## src/rtl/toag_pkg.sv

```systemverilog
// Shared types and the per-lane fold operator for the toag stream reducer.
package toag_pkg;

  // Widest lane the fold helper handles; lanes narrower than this are
  // zero-extended going in and truncated coming out.
  localparam int TOAG_LANE_MAX_W = 64;

  typedef logic [TOAG_LANE_MAX_W-1:0] toag_lane_t;

  // Encoding matches the 2-bit mode input directly.
  typedef enum logic [1:0] {
    OP_AND  = 2'b00,
    OP_OR   = 2'b01,
    OP_XOR  = 2'b10,
    OP_PASS = 2'b11
  } toag_op_t;

  typedef enum logic [1:0] {
    S_IDLE = 2'b00,
    S_ACC  = 2'b01,
    S_EMIT = 2'b10
  } toag_state_t;

  // Fold a new beat b into the running value a. All operators are bitwise,
  // so upper zero-extension bits never affect the low lane bits.
  function automatic toag_lane_t toag_fold(toag_op_t op, toag_lane_t a, toag_lane_t b);
    toag_lane_t r;
    case (op)
      OP_AND:  r = a & b;
      OP_OR:   r = a | b;
      OP_XOR:  r = a ^ b;
      default: r = b;  // PASS keeps the latest beat
    endcase
    return r;
  endfunction

endpackage

```

## src/rtl/toag_lane.sv

```systemverilog
// One W-bit lane of the reducer datapath: purely combinational fold of the
// accumulated lane value with the incoming lane value. W must not exceed
// TOAG_LANE_MAX_W.
module toag_lane
  import toag_pkg::*;
#(
  parameter int W = 1
) (
  input  toag_op_t       op,
  input  logic [W-1:0]   a,
  input  logic [W-1:0]   b,
  output logic [W-1:0]   y
);

  assign y = W'(toag_fold(op, toag_lane_t'(a), toag_lane_t'(b)));

endmodule

```

## src/rtl/toag_stream_reducer.sv

```systemverilog
// Stream reducer: folds DEPTH accepted beats (or fewer, on flush) of a CH-lane
// stream with a per-window boolean operator and presents one registered
// result word per window over a valid/ready handshake.
module toag_stream_reducer
  import toag_pkg::*;
#(
  parameter  int W     = 1,
  parameter  int CH    = 1,
  parameter  int DEPTH = 4,
  localparam int CW    = $clog2(DEPTH + 1)
) (
  input  logic            clk,
  input  logic            rst,
  input  logic [1:0]      mode,
  input  logic            in_valid,
  output logic            in_ready,
  input  logic [CH*W-1:0] in_data,
  input  logic            flush,
  output logic            out_valid,
  input  logic            out_ready,
  output logic [CH*W-1:0] out_data,
  output logic [CW-1:0]   out_cnt
);

  localparam int DW = CH * W;

  toag_state_t   state_q, state_d;
  toag_op_t      mode_q, mode_d;
  logic [DW-1:0] acc_q, acc_d;
  logic [CW-1:0] cnt_q, cnt_d;
  logic          out_valid_q, out_valid_d;
  logic [DW-1:0] out_data_q, out_data_d;
  logic [CW-1:0] out_cnt_q, out_cnt_d;

  logic [DW-1:0] fold_res;
  logic          accept;
  logic          xfer;
  logic          go_emit;

  // Input is blocked only while a result is waiting, which also gives the
  // one-cycle bubble on the transfer cycle.
  assign in_ready = (state_q != S_EMIT);
  assign accept   = in_valid & in_ready;
  assign xfer     = out_valid_q & out_ready;

  // Lanes are independent: one fold slice per lane, no cross-lane terms.
  for (genvar c = 0; c < CH; c++) begin : g_lane
    toag_lane #(.W(W)) u_lane (
      .op (mode_q),
      .a  (acc_q[c*W +: W]),
      .b  (in_data[c*W +: W]),
      .y  (fold_res[c*W +: W])
    );
  end

  // Next-state logic for the window FSM, accumulator, counter and outputs.
  always_comb begin
    // NOTE: every signal assigned here gets a default first so no path leaves
    // it unassigned; otherwise synthesis infers a latch.
    state_d     = state_q;
    mode_d      = mode_q;
    acc_d       = acc_q;
    cnt_d       = cnt_q;
    out_valid_d = out_valid_q;
    out_data_d  = out_data_q;
    out_cnt_d   = out_cnt_q;
    go_emit     = 1'b0;

    case (state_q)
      S_IDLE: begin
        // A window opens only with a real beat; flush here has nothing to close.
        if (accept) begin
          acc_d  = in_data;
          cnt_d  = CW'(1);
          mode_d = toag_op_t'(mode);
          if (DEPTH == 1) begin
            go_emit = 1'b1;
          end else begin
            state_d = S_ACC;
          end
        end
      end

      S_ACC: begin
        // A beat arriving with flush is folded before the window closes.
        if (accept) begin
          acc_d = fold_res;
          cnt_d = cnt_q + CW'(1);
        end
        if ((cnt_d == CW'(DEPTH)) || flush) begin
          go_emit = 1'b1;
        end
      end

      S_EMIT: begin
        if (xfer) begin
          state_d     = S_IDLE;
          cnt_d       = '0;
          out_valid_d = 1'b0;
        end
      end

      default: begin
        state_d = S_IDLE;
      end
    endcase

    // Results are captured into the output registers on the closing edge so
    // they are stable for the whole EMIT period.
    if (go_emit) begin
      state_d     = S_EMIT;
      out_valid_d = 1'b1;
      out_data_d  = acc_d;
      out_cnt_d   = cnt_d;
    end
  end

  // State and output registers; reset discards any partial window.
  always_ff @(posedge clk or negedge rst) begin
    if (!rst) begin
      state_q     <= S_IDLE;
      mode_q      <= OP_AND;
      acc_q       <= '0;
      cnt_q       <= '0;
      out_valid_q <= 1'b0;
      out_data_q  <= '0;
      out_cnt_q   <= '0;
    end else begin
      // NOTE: non-blocking assignments so every flop samples the values from
      // before this edge, independent of statement order.
      state_q     <= state_d;
      mode_q      <= mode_d;
      acc_q       <= acc_d;
      cnt_q       <= cnt_d;
      out_valid_q <= out_valid_d;
      out_data_q  <= out_data_d;
      out_cnt_q   <= out_cnt_d;
    end
  end

  assign out_valid = out_valid_q;
  assign out_data  = out_data_q;
  assign out_cnt   = out_cnt_q;

endmodule

```

## config.mk

```make
export PLATFORM = sky130hd
export DESIGN_NAME = toag_stream_reducer
export DESIGN_NICKNAME = d
export VERILOG_FILES = /design/src/rtl/toag_pkg.sv /design/src/rtl/toag_lane.sv /design/src/rtl/toag_stream_reducer.sv
export SDC_FILE = /design/constraint.sdc
export NUM_CORES = 1
export LEC_CHECK = 0
export ABC_AREA = 1
export BUFFER_PORTS_ARGS = -buffer_cell sky130_fd_sc_hd__buf_2
export CAP_MARGIN = 10
export CORE_MARGIN = 1
export CORE_UTILIZATION = 52
export DETAILED_ROUTE_END_ITERATION = 8
export PLACE_DENSITY = 0.77
export SYNTH_ARGS = -nofsm -noshare
export SYNTH_HDL_FRONTEND = slang
export SYNTH_HIERARCHICAL = 1
export SYNTH_SLANG_ARGS = --single-unit
```

## constraint.sdc

```tcl
create_clock -name clk -period 4 [get_ports clk]
set_input_delay 0.6 -clock clk [delete_from_list [all_inputs] [get_ports clk]]
set_output_delay 0.6 -clock clk [all_outputs]
set_load 0.03 [all_outputs]
```

==> results of run 1 <==
## stage by stage
| step | setup WS [ps] | hold WS, ps | cells |
|---|---|---|---|
| 3_5_place_dp | 2213 | 457.7 | 125 |
| 3_3_place_gp | 2264 | 450.8 | 125 |
| 6_report | 2282 | 195.7 | 129 |
| 4_1_cts | 2273 | 200.2 | 129 |
| 5_1_grt | 2234 | 212.2 | 129 |
| 2_1_floorplan | 2434 | 304.4 | 98 |
## power groups by stage
| stage | clock, mW | sequential [mW] | combinational [mW] |
|---|---|---|---|
| detailed placement | 0 | 0.247 | 0.334 |
| CTS | 0.0811 | 0.244 | 0.336 |
| global placement | 0 | 0.245 | 0.326 |
| floorplan | 0 | 0.263 | 0.243 |
| global route | 0.0877 | 0.251 | 0.378 |
| finish | 0.0784 | 0.244 | 0.333 |
## cell families after synthesis
kind of cell    synth area share (%)
simple gates                   34.10
buf+inv                        8.810
flops                          42.41
compound gates                 5.218
fa+ha+maj                      6.526
mux                            2.936
## sequential cells by signal (all words and copies together), names as in the netlist
| signal | count |
|---|---|
| acc_q | 1 |
| cnt_q | 3 |
| mode_q | 2 |
| out_cnt | 3 |
| out_data | 1 |
| out_valid | 1 |
| state_q | 2 |
## placed cells by master (no fill, tap or decap)
master,netlist,routed
sky130_fd_sc_hd__nand2_1,36,36
sky130_fd_sc_hd__dfrtp_1,13,13
sky130_fd_sc_hd__buf_2,0,13
sky130_fd_sc_hd__inv_1,11,11
sky130_fd_sc_hd__nand3_1,10,10
sky130_fd_sc_hd__inv_2,5,5
sky130_fd_sc_hd__ha_1,4,4
sky130_fd_sc_hd__nand2_4,3,3
sky130_fd_sc_hd__o21ai_0,3,3
sky130_fd_sc_hd__clkbuf_4,0,3
sky130_fd_sc_hd__nor2_1,2,2
sky130_fd_sc_hd__o211ai_1,2,2
sky130_fd_sc_hd__mux2_2,2,2
sky130_fd_sc_hd__a21oi_1,1,1
sky130_fd_sc_hd__nand2_2,1,1
sky130_fd_sc_hd__nor2_4,1,1
sky130_fd_sc_hd__nand3b_1,1,1
sky130_fd_sc_hd__o21ai_1,1,1
sky130_fd_sc_hd__nand3_2,1,1
sky130_fd_sc_hd__clkbuf_1,0,1
## worst max path at each step
stage / end / start / cells after the start
finish: in_ready / state_q[1] / 2
global route: in_ready / state_q[0] / 3
CTS: in_ready / state_q[1] / 2
detailed placement: out_data / in_data / 11
global placement: out_data / in_data / 11
floorplan: out_data / in_data / 10
## worst max-delay path: stages (launching register included)
cell                      delay, ps
sky130_fd_sc_hd__dfrtp_1        520
sky130_fd_sc_hd__nand2_4        130
sky130_fd_sc_hd__buf_2          200
## routing by layer
metal  vias to the layer above  share of wire (%)  wire length [µm]
met5                         -                  0                 0
met4                         0               0.90                12
met3                         2                2.4                32
met2                        10                 44               581
met1                       276                 53               706
li1                        340                  -                 -
## layout make-up
cell class | count | area (µm²) | share of cell area (%)
inverter | 16 | 60.06 | 6.906
timing repair buffer | 13 | 65.06 | 7.482
multi-input combinational | 68 | 374.1 | 43.02
sequential | 13 | 325.3 | 37.41
tap | 15 | 18.77 | 2.158
clock buffer | 4 | 26.28 | 3.022
==> flow_summary.rst, run 1 <==
.. list-table::
   :header-rows: 1

   * - Metric
     - Value
   * - Number of placement rows
     - 13
   * - Critical Setup Path Class
     - reg2out
   * - Result of the run
     - completed
   * - Number of antenna violations at the first check in global routing
     - 0
   * - Area of the core region
     - 1334 µm²
   * - DIE WIDTH
     - approximately 40 µm
   * - Met3 usage in global routing
     - between 1.5 and 2%
   * - Clock transition at the registers of the reported paths
     - roughly 80 ps
   * - Nets in the synthesized netlist
     - 110
   * - Combinational group share of total power
     - 50.8%
   * - Number of fillers in the final layout
     - 117
   * - Yosys warnings
     - 6
   * - Element type at the critical path end
     - output port
   * - Post-layout instance area
     - between 800 and 900 µm²
   * - Detailed placement HPWL
     - 1048 µm
   * - Synth async-reset ratio
     - 100.0%
   * - Required arrival time at the worst endpoint
     - between 3000 and 4000 ps
   * - Count of maximum capacitance violations
     - 0
   * - Switching share of power
     - between 40% and 50%
   * - Placement-stage cell area
     - about 840 µm²
   * - Final clock period utilization by the worst path
     - 42.95%
   * - Mapped cell area
     - 767.0 µm²
   * - CTS Root Cell
     - sky130_fd_sc_hd__clkbuf_4
   * - DRT Wirelength
     - ~1300 µm
   * - R2R Path End
     - out_cnt[0]
   * - Final-report setup violation count
     - 0
   * - Crit Reg-Reg Startpoint
     - state_q[1]
   * - Total negative slack for setup checks
     - 0 ps
   * - Part of the total power dissipated in the clock network
     - 12.0%
   * - Synthesized instance count
     - 98
   * - Register share of total power
     - 37.2%
   * - Max-Slew Margin vs Limit
     - 74.92%
   * - Power density over the cells
     - between 700 and 800 nW/µm²
   * - Maximum resistive drop on vdd
     - 472.2 µV
   * - Number of global-route vias before repair
     - slightly above 500
   * - Routed vias
     - 628
   * - LEAKAGE
     - 0.4995 nW
   * - Flip-flop cell with the highest count after synthesis
     - sky130_fd_sc_hd__dfrtp_1
   * - Number of buffers on the longest clock path
     - 2
   * - Count of endpoints failing hold in the final timing report
     - 0
   * - Number of synthesized flops with an enable pin
     - 0
   * - Layout overhead on the synthesized area
     - 13.38%
   * - Vert. Die Dim
     - 40.41 µm
   * - TritonCTS clock tree
     - done
   * - Routed wire per std cell
     - 10.33 µm
   * - Number of routed nets with antenna violations
     - 0
   * - IO Count
     - 14
   * - Net load switching power
     - about 0.31 mW
   * - Router iterations before antenna repair
     - 3
   * - Worst-margin pin slew
     - about 380 ps
   * - Global router's overall resource usage
     - 20.51%
   * - Worst reg2reg setup slack
     - 2440 ps
   * - Number of distinct library cells after synthesis
     - 18
   * - Share of the core filled with cells in the final layout
     - between 60% and 70%
   * - Gates resized, CTS repair
     - 0
   * - Clock latency of the later-clocked register in the worst-skew pair
     - 270 ps
   * - Cells taking the most area after synthesis
     - sky130_fd_sc_hd__dfrtp_1 (42%), sky130_fd_sc_hd__nand2_1 (18%), sky130_fd_sc_hd__ha_1 (6.5%)
   * - Internal power summed over all cells
     - 0.3453 mW
   * - Mean cell area of the mapped netlist
     - 7.826 µm²
   * - Hold_buf cts
     - 0
   * - Maximum fanout count along the critical path
     - 9
   * - Routing usage on met2
     - 30.16%
   * - Class of the most critical hold timing path
     - in2async
   * - Fraction of the yosys area taken by sequential cells
     - 42.41%
   * - Pin count of the biggest net entering global routing
     - 14
   * - Post-Route Skew
     - 2.585 ps
   * - Fmax
     - 582.1 MHz
   * - CP arrival
     - around 1100 ps
   * - Met1 global-route usage
     - just under 30%
   * - Nets@finish
     - 127
   * - Category of the worst setup path launch point
     - flop
   * - Post-detailed-route DRC marker count
     - 0
   * - First-pass GRT wire length
     - 2180 µm
   * - Diodes inserted
     - 0
   * - Starting density of the core
     - between 50 and 60%
   * - Vias/cell
     - 4.868
   * - Number of levels the H-tree was split into
     - 1
   * - Share of Yosys cell area claimed by the top area cell type
     - about 42%
   * - Overall die area
     - 1633 µm²
   * - Library cell with the largest summed area after synthesis
     - sky130_fd_sc_hd__dfrtp_1
   * - Routability Congestion
     - 0.7542
   * - Period minus WS final
     - 1718 ps
   * - Total count of max-transition violations in the final report
     - 0
   * - Worst r2r path cells
     - 9
   * - Clock tree sinks
     - 13
   * - Setup repair after global routing missed its margin
     - false
   * - Layout cells sized above 1
     - 25.44%
   * - Leading post-synthesis cells by instance count
     - sky130_fd_sc_hd__nand2_1 (36), sky130_fd_sc_hd__dfrtp_1 (13), sky130_fd_sc_hd__inv_1 (11)
   * - Total design power
     - 0.6548 mW
   * - Overflow after GRT
     - 0
   * - Violation count after the first detailed-route iteration
     - 7
   * - Count of input and output buffers
     - 13
   * - Count of buffers added by post-CTS timing repair for setup
     - 0
   * - CTS buffer count
     - 3
   * - Total of flip-flops plus latches after synthesis
     - 13
   * - Most frequent cell after synthesis
     - sky130_fd_sc_hd__nand2_1
   * - Most Crowded Layer GR
     - met2
Power figures use the tool's default switching activity.
==> run 2, diff against run 1 <==
==> constraint.sdc (replaced) <==
create_clock -name clk -period 1.75 [get_ports clk]
set_input_delay 0.2625 -clock clk [delete_from_list [all_inputs] [get_ports clk]]
set_output_delay 0.2625 -clock clk [all_outputs]
set_load 0.03 [all_outputs]
==> run 2 against run 1 <==
First-iteration DRC count unchanged; flip-flop and latch count unchanged; power up 130%; sequential share of layout area down 0.74 points; routed wire length rose by 6.2%; non-clock buffer count up 2; clock-buffer cell count did not move; clock skew down 1.7 ps; global-route usage increased by 1.4 points; combinational power is 140% higher; die area unchanged; setup slack worse by 2100 ps; critical path type is now reg2reg; largest power group unchanged; highest routed layer unchanged.
==> flow_summary.rst, run 2 (same netlist as run 1, synthesis figures left out) <==
.. list-table::
   :header-rows: 1

   * - Metric
     - Value
   * - Result of the run
     - completed
   * - Count of endpoints failing hold in the final timing report
     - 0 (unchanged)
   * - Count of maximum capacitance violations
     - 0 (unchanged)
   * - IO Count
     - 14 (unchanged)
   * - Part of the total power dissipated in the clock network
     - 11.5% (-0.5 points)
   * - Cell-by-cell listing of the critical path
     - inv_2, nand2_4, nand2_2, ha_1, inv_1, nand3_2, nand2_4, nand2_4, nand2_1, nand2_1
   * - CTS Root Cell
     - sky130_fd_sc_hd__clkbuf_4
   * - Routability Congestion
     - 0.7117 (-5.6%)
   * - Nets@finish
     - 129 (+1.6%)
   * - Internal power summed over all cells
     - 0.8069 mW (+130%)
   * - Clock latency of the later-clocked register in the worst-skew pair
     - 270 ps (about the same)
   * - Combinational group share of total power
     - 53.1% (+2.3 points)
   * - LEAKAGE
     - 0.5089 nW (+1.9%)
   * - Buffers plus inverters on the worst setup path
     - 2 (+1)
   * - Overall die area
     - 1633 µm² (unchanged)
   * - Total count of max-transition violations in the final report
     - 0 (unchanged)
   * - Largest delay share family, worst path
     - simple AND/OR/NAND/NOR gates
   * - Worst r2r path cells
     - 10 (+1)
   * - Fmax
     - approximately 640 MHz
   * - Power density over the cells
     - 1711 nW/µm² (+130%)
   * - Dpl cells
     - 126 (+0.80%)
   * - Total negative slack for setup checks
     - 0 ps (unchanged)
   * - Post-detailed-route DRC marker count
     - 0 (unchanged)
   * - Global router's overall resource usage
     - 21.89% (+1.4 points)
   * - Period minus WS final
     - ~1600 ps
   * - Class of the most critical hold timing path
     - in2reg
   * - Count of input and output buffers
     - 13 (unchanged)
   * - R2R Path End
     - out_data
   * - Launch point of the worst hold path
     - mode[0]
   * - Switching share of power
     - 46.85% (-0.42 points)
   * - Routed wire per std cell
     - 10.80 µm (+4.6%)
   * - WHS Endpoint
     - mode_q[0]
   * - Max stage delay on crit path
     - 430 ps (-90 ps)
   * - Number of antenna violations at the first check in global routing
     - 0 (unchanged)
   * - Overflow after GRT
     - 0 (unchanged)
   * - Layout overhead on the synthesized area
     - 15.66%
   * - Worst-margin pin slew
     - 290.1 ps (-86.11 ps)
   * - Number of placement rows
     - 13 (unchanged)
   * - Maximum fanout count along the critical path
     - 6 (-3)
   * - Number of buffers on the longest clock path
     - 2 (unchanged)
   * - Most common library cell in the layout ignoring fill and taps
     - sky130_fd_sc_hd__nand2_1
   * - Max-Slew Margin vs Limit
     - 80.66% (+5.7 points)
   * - Starting density of the core
     - 57.50% (unchanged)
   * - TritonCTS clock tree
     - done
   * - Element type at the critical path end
     - flop
   * - CTS buffer count
     - 3 (unchanged)
   * - Router iterations before antenna repair
     - 4 (+1)
   * - Vert. Die Dim
     - 40.41 µm (unchanged)
   * - Maximum resistive drop on vdd
     - 940.9 µV (+99%)
   * - Critical Setup Path Class
     - reg2reg
   * - DIE WIDTH
     - 40.41 µm (unchanged)
   * - CP arrival
     - 1710 ps (+590 ps)
   * - Detailed placement HPWL
     - 1112 µm (+6.1%)
   * - Area of the core region
     - 1334 µm² (unchanged)
   * - Net load switching power
     - 0.7112 mW (+130%)
   * - Register share of total power
     - 35.3% (-1.9 points)
   * - Number of routed nets with antenna violations
     - 0 (unchanged)
   * - Post-Route Skew
     - 0.8718 ps (-1.713 ps)
   * - Non-filler cells in the finished layout
     - 131 (+1.6%)
   * - Standard cell with the maximum stage delay on the critical path
     - sky130_fd_sc_hd__dfrtp_1
   * - Final-report setup violation count
     - 0 (unchanged)
   * - Required arrival time at the worst endpoint
     - 1910 ps (-1490 ps)
   * - Diodes inserted
     - 0 (unchanged)
   * - Setup repair after global routing missed its margin
     - false
   * - Category of the worst setup path launch point
     - flop
   * - Final clock period utilization by the worst path
     - 88.97%
   * - WHS Path Cells
     - 2
   * - Number of levels the H-tree was split into
     - 1 (unchanged)
   * - Pin count of the biggest net entering global routing
     - 14 (unchanged)
   * - Routed vias
     - 647 (+3.0%)
   * - Violation count after the first detailed-route iteration
     - 7 (unchanged)
   * - Worst reg2reg setup slack
     - 190 ps (-2250 ps)
   * - Crit Reg-Reg Startpoint
     - state_q[0]
   * - Layout cells sized above 1
     - 25.86% (+0.42 points)
   * - DRT Wirelength
     - 1415 µm (+6.2%)
   * - Clock tree sinks
     - 13 (unchanged)
   * - Top library cells by usage in the layout, fill and taps aside
     - sky130_fd_sc_hd__nand2_1 (36), sky130_fd_sc_hd__dfrtp_1 (13), sky130_fd_sc_hd__buf_2 (13)
   * - Number of global-route vias before repair
     - 597 (+16%)
   * - First-pass GRT wire length
     - 2380 µm (+9.2%)
   * - Vias/cell
     - 4.939 (+1.5%)
   * - Clock transition at the registers of the reported paths
     - 70 ps (about the same)
   * - Critical path's most frequent cell
     - sky130_fd_sc_hd__nand2_4
run 2: cell count changes in the layout (fill, tap and decap cells not counted), sizes merged:
| cell | delta |
|---|---|
| buf | +1 |
| dlygate4sd3 | +1 |
run 2: layout make-up:
| type | instances | area, µm² |
|---|---|---|
| Sequential cell | 13 | 325.3 |
| Inverter | 16 | 60.06 |
| Clock buffer | 4 | 26.28 |
| Fill cell | 119 | 446.7 |
| Multi-Input combinational cell | 68 | 374.1 |
| Tap cell | 15 | 18.77 |
| Timing Repair Buffer | 15 | 82.58 |
run 2: power by group through the flow:
stage | Clock (mW) | Sequential (mW) | Combinational, mW
finish | 0.175 | 0.536 | 0.807
global route | 0.196 | 0.554 | 0.904
CTS | 0.179 | 0.539 | 0.813
detailed placement | 0 | 0.544 | 0.804
global placement | 0 | 0.541 | 0.795
floorplan | 0 | 0.601 | 0.556
run 2: through the flow:
step	hold slack (ps)	power, mW	setup slack (ps)	area (µm²)	util (%)
6_report	226.1	1.518	193.0	887.1	66.51
5_1_grt	222.3	1.653	48.77	887.1	66.51
4_1_cts	220.0	1.531	196.1	887.1	66.51
3_5_place_dp	159.0	1.348	222.1	850.8	63.79
3_3_place_gp	156.0	1.336	211.6	850.8	63.79
2_1_floorplan	-33.09	1.157	246.3	767.0	-
run 2: worst max path at each step:
stage                from          to  depth (start not counted)
4_1_cts        state_q[0]    out_data                         10
5_1_grt             acc_q    out_data                         10
6_report       state_q[0]    out_data                         10
3_3_place_gp   state_q[0]  out_cnt[2]                         10
3_5_place_dp   state_q[0]    out_data                         10
2_1_floorplan  state_q[1]  out_cnt[0]                         10
run 2: layer usage:
metal	track usage, %	part of all wire (%)	vias to the layer above
li1	-	-	342
met1	30.39	50	291
met2	33.33	46	12
met3	1.667	3.0	2
met4	12.50	0.85	0
met5	0	0	-
run 2: what timing repair did:
item	CTS	global route
gates resized for setup	0	0
hold endpoints to repair	13	0
hold buffers	1	0
setup buffers	0	0
